==> config.mk <==
export PLATFORM = sky130hd
export DESIGN_NAME = mem_forward_unit
export DESIGN_NICKNAME = d
export VERILOG_FILES = /design/src/rtl/mem_forward_unit_pkg.sv /design/src/rtl/mem_forward_unit.sv
export SDC_FILE = /design/constraint.sdc
export NUM_CORES = 1
export LEC_CHECK = 0
export BUFFER_PORTS_ARGS = -buffer_cell sky130_fd_sc_hd__buf_4
export CORE_ASPECT_RATIO = 1.25
export CORE_MARGIN = 2
export CORE_UTILIZATION = 30
export DETAILED_ROUTE_END_ITERATION = 8
export MAX_ROUTING_LAYER = met4
export PLACE_DENSITY = 0.64
export SETUP_SLACK_MARGIN = 0.2
export SLEW_MARGIN = 20
export SYNTH_ARGS = -nofsm -noshare
export SYNTH_HDL_FRONTEND = slang
export SYNTH_SLANG_ARGS = --single-unit
==> constraint.sdc <==
create_clock -name CLK -period 1.9 [get_ports CLK]
set_input_delay 0 -clock CLK [delete_from_list [all_inputs] [get_ports CLK]]
set_output_delay 0 -clock CLK [all_outputs]
set_load 0.005 [all_outputs]
==> src/rtl/mem_forward_unit_pkg.sv <==
// Shared pipeline constants for the MEM-stage store-data forwarding logic.
package mem_forward_unit_pkg;

  localparam int REG_ADDR_W = 5;
  localparam int ZERO_REG   = 0;

endpackage : mem_forward_unit_pkg

==> src/rtl/mem_forward_unit.sv <==
// Load(WB) -> store(MEM) data-forward detector with a registered select
// and a saturating forwarding-event counter.
module mem_forward_unit #(
  parameter int REG_ADDR_W     = mem_forward_unit_pkg::REG_ADDR_W,
  parameter bit ZERO_REG_GUARD = 1'b1,
  parameter int CNT_W          = 16
) (
  input  logic                  CLK,
  input  logic                  RESET,
  input  logic [REG_ADDR_W-1:0] MEM_ADDR,
  input  logic                  MEM_DATA_MEM_WRITE,
  input  logic [REG_ADDR_W-1:0] WB_ADDR,
  input  logic                  WB_DATA_MEM_READ,
  output logic                  MEM_FWD_SEL,
  output logic                  MEM_FWD_SEL_Q,
  output logic [CNT_W-1:0]      FWD_COUNT
);

  localparam logic [REG_ADDR_W-1:0] ZERO_IDX = REG_ADDR_W'(mem_forward_unit_pkg::ZERO_REG);

  logic             addr_match;
  logic             wb_is_zero;
  logic             fwd_sel;
  logic             sel_q;
  logic [CNT_W-1:0] cnt_q;
  logic [CNT_W-1:0] cnt_d;

  // NOTE: pure always_comb with every output assigned on every path, so no latch can form
  // and X/Z inputs simply propagate rather than holding an old value.
  always_comb begin
    addr_match = (MEM_ADDR == WB_ADDR);
    wb_is_zero = (WB_ADDR == ZERO_IDX);
    fwd_sel    = MEM_DATA_MEM_WRITE & WB_DATA_MEM_READ & addr_match
                 & ~(ZERO_REG_GUARD & wb_is_zero);
  end

  // Saturate at all-ones so a long forwarding burst never wraps back to a small count.
  always_comb begin
    cnt_d = cnt_q;
    if (fwd_sel && (cnt_q != {CNT_W{1'b1}})) begin
      cnt_d = cnt_q + CNT_W'(1);
    end
  end

  // NOTE: sequential state uses non-blocking assignments so every register samples pre-edge values.
  always_ff @(posedge CLK or posedge RESET) begin
    if (RESET) begin
      sel_q <= 1'b0;
      cnt_q <= '0;
    end else begin
      sel_q <= fwd_sel;
      cnt_q <= cnt_d;
    end
  end

  assign MEM_FWD_SEL   = fwd_sel;
  assign MEM_FWD_SEL_Q = sel_q;
  assign FWD_COUNT     = cnt_q;

endmodule : mem_forward_unit

==> run summary <==
The run finished with clean final reports. The run gives 908 sq um as the summed instance area of the synthesized netlist. For this design the total switching power over the nets is 0.174 mW. The worst setup path is launched from a flop.

The tool flagged a number of max-cap violations equal to 0. Initial antenna violation count: 0. Yosys instantiated no cell more often than sky130_fd_sc_hd__dfrtp_1.

Summed over all failing endpoints, the final setup total negative slack is 0 ns. The area growth from synthesis to layout is 50.7%. After the last flow step, the layout net total stands at 152. Entering global routing, the biggest net connects 18 pins. Using the TritonRoute via totals, the vias-per-cell ratio works out to 4.94. The run gives 1 as the number of H-tree levels.

Data on the critical path is required at its endpoint by 2.08 ns. In this run the vertical extent of the chip is 65.5 um. The tools report the count of pins over their slew limit as 0. For the worst setup path, the data arrival time is 1.88 ns. In the final routed layout, each cell accounts on average for 13.2 um. The run gives 0.311 as the starting utilization of the core area. Setup violations remaining at the end of the flow were counted as 0. The detailed router finished its first iteration with 5 violations. The final antenna diode count was 0.

The worst hold slack across all endpoints is 0.351 ns, and the last weighted congestion value of the routability-driven placer is 0.777. The number of cells on the worst reg-to-reg path is 5. Among all flip-flop cells after synthesis, the most frequent one is sky130_fd_sc_hd__dfrtp_1.

The transition time at the pin with the least slew margin was 0.646 ns; the count of mapped cells out of synthesis was 85. In the synthesized netlist, the cells that appear most often are sky130_fd_sc_hd__dfrtp_1 (17), sky130_fd_sc_hd__xor2_1 (12), sky130_fd_sc_hd__nand2_1 (7). The run gives 830 as the via count of the first global-routing pass.

The logs give 172 for the final standard cell count with taps included and fillers excluded and 100 for the net count of the mapped netlist. For the total congestion overflow after global routing, the log shows 0. The floorplan step defined a core boundary enclosing 0.00292 sq mm. The clock sink count is 17.

TritonCTS built the clock tree. Type of the setup path with the least slack: flop to flop. After synthesis the netlist holds a flip-flop and latch count of 17. Wires add up to 2.27 mm. After synthesis, the netlist uses 27 different library cells. For the half-perimeter wire length after placement, the log shows 1.63 mm. The min-delay analysis places its worst path in the category primary input to asynchronous set/reset pin.

The clock edge transition at the registers on the reported setup and hold paths is 0.10 ns, and the area of the die is 0.00349 sq mm. The clock passes through at most 2 buffers. The run gives 4 as the count of TritonRoute iterations in the first routing pass.

The worst-case vdd ir drop came out at 420 uV. The cell type with the highest aggregate area in the netlist is sky130_fd_sc_hd__dfrtp_1. On the final layout, the worst clock skew is 0.00298 ns. The logs give 0 for the final routed DRC violation total and 285 for the count of fill cells added during filler insertion. For the finished layout, the period the worst path requires is 1.70 ns. The tools report the TritonCTS buffer count as 3. In this run the remaining antenna-violating nets after routing total 0. The maximum fanout along the worst path is 4, and the number of vias after detailed routing is 850.

The static leakage is 0.712 nW. By area the synthesized netlist is led by sky130_fd_sc_hd__dfrtp_1 (47%), sky130_fd_sc_hd__xor2_1 (12%), sky130_fd_sc_hd__xnor2_1 (5.8%). The clock group share of total power is 0.271. The final number of hold-violating endpoints was 0; the overall die width was 53.2 um. The synthesized design contains 0 enable-type register cells.

The tools report the number of instances in the placed design as 156. The area share of the largest cell type after synthesis is 0.468, and the wire length of the first global-routing pass is 3.58 mm. The period utilization works out to 0.895.

The worst setup path is captured at a flop. The global-route usage over all layers is 0.141. The share of total power in sequential cells was 0.539. The share of post-route cells with drive strength above 1 was 0.456. The share of total power in combinational logic was 0.190. The clock root buffer is sky130_fd_sc_hd__clkbuf_4. Pin placement for this block handled 32 I/O pins. The post-route standard cell area excluding fillers is 0.00137 sq mm, and the internal power is 0.540 mW.

The number of synthesis warnings is 0. The fraction of the yosys area taken by sequential cells is 0.468, and the power per cell area is 522 mW/mm^2. For the worst-skew pair, the clock arrives at the later sink with an insertion delay of 0.28 ns. The share of async-settable or async-resettable flops after synthesis was 1.00. Dividing the synthesized area by the synthesized cell count gives 10.7 sq um.

The net switching share of the total power works out to 0.244. Summing all placed instances gives a cell area of 0.00124 sq mm. The relative max-transition margin is 0.569, and the number of buffers inserted by port buffering is 31. The floorplan row count came out at 22. Setup repair after global routing could not meet its margin everywhere. The upper clock frequency limit was 0.588 GHz.
==> cell families after synthesis <==
group / synth area share
DFF: 0.468
buffers and inverters: 0.0220
adders and majority gates: 0.0138
muxes: 0.0124
and+or+nand+nor: 0.285
xor gates and xnor gates: 0.174
AOI/OAI and AO/OA: 0.0248
==> worst paths after layout <==
kind	startpoint	end	slack (ns)
worst max-delay path	FWD_COUNT[12]	FWD_COUNT[1]	0.20
worst min-delay path	RESET	FWD_COUNT[2]	0.35
worst max register to register	FWD_COUNT[12]	FWD_COUNT[1]	0.20
worst min register to register	FWD_COUNT[13]	FWD_COUNT[13]	0.50
max in group asynchronous	RESET	FWD_COUNT[11]	1.10
min in group CLK	WB_DATA_MEM_READ	FWD_COUNT[9]	0.40
==> sequential cells by signal (all words and copies together), names as in the netlist <==
name and count:
FWD_COUNT 16, MEM_FWD_SEL_Q 1
==> area by class of cell <==
type / count / area (sq um) / share of cell area
inverter: 4 / 15.0 / 0.0110
timing repair buffer: 48 / 363 / 0.265
tap: 36 / 45.0 / 0.0329
multi-input combinational: 63 / 493 / 0.360
sequential: 17 / 427 / 0.312
clock buffer: 4 / 26.3 / 0.0192
==> metal layers <==
layer  wire (um)  vias up  part of all wire  track usage
met5           0        -                 0            -
met4          31        0             0.014       0.0705
met3         155        6             0.068       0.0205
met2        1140       30              0.50        0.236
met1         935      411              0.41        0.161
li1            -      403                 -            -
==> power groups by stage <==
stage | clock, mW | sequential, mW | combinational [mW]
2_1_floorplan | 0 | 0.399 | 0.0318
4_1_cts | 0.201 | 0.385 | 0.133
5_1_grt | 0.222 | 0.385 | 0.148
3_3_place_gp | 0 | 0.398 | 0.0842
3_5_place_dp | 0 | 0.400 | 0.0872
6_report | 0.194 | 0.385 | 0.136
==> metrics by stage <==
| step | utilization | power [mW] | setup WS, ns |
|---|---|---|---|
| 6_report | 0.469 | 0.714 | 0.199 |
| 5_1_grt | 0.469 | 0.756 | 0.140 |
| 4_1_cts | 0.461 | 0.719 | 0.208 |
| 3_5_place_dp | 0.424 | 0.488 | 0.0488 |
| 3_3_place_gp | 0.424 | 0.482 | 0.127 |
| 2_1_floorplan | - | 0.431 | 0.0563 |
==> timing repair <==
item                                   CTS  global route
resized for setup                        2             2
setup endpoints to repair                8            10
endpoints found under the hold margin   17             0
pin swaps                                1             3
hold buffers                             1             0
setup buffers                            9             2
==> critical path, stage by stage, from the launching register on <==
cell and delay [ns]:
sky130_fd_sc_hd__dfrtp_1 0.42, sky130_fd_sc_hd__nand4_1 0.14, sky130_fd_sc_hd__or2_4 0.27, sky130_fd_sc_hd__nor3_4 0.27
sky130_fd_sc_hd__nand2b_4 0.19, sky130_fd_sc_hd__mux2_4 0.30
==> placed cells by master, fill, tap and decap left out, drive strengths merged <==
| master | count |
|---|---|
| dfrtp | 17 |
| nor4b | 1 |
| or2 | 1 |
| ha | 1 |
| inv | 4 |
| a21oi | 1 |
| and3 | 1 |
| xor2 | 12 |
| xnor2 | 6 |
| and4 | 1 |
| nor4 | 8 |
| a211o | 1 |
| and4b | 1 |
| buf | 47 |
| nor3b | 1 |
| nand3 | 7 |
| nand2b | 1 |
| mux2 | 1 |
| nand4 | 3 |
| nor3 | 4 |
| nor2 | 4 |
| nand2 | 7 |
| clkbuf | 4 |
| dlygate4sd3 | 1 |
| o41ai | 1 |
Note: power is estimated with default switching activity, not from simulation.
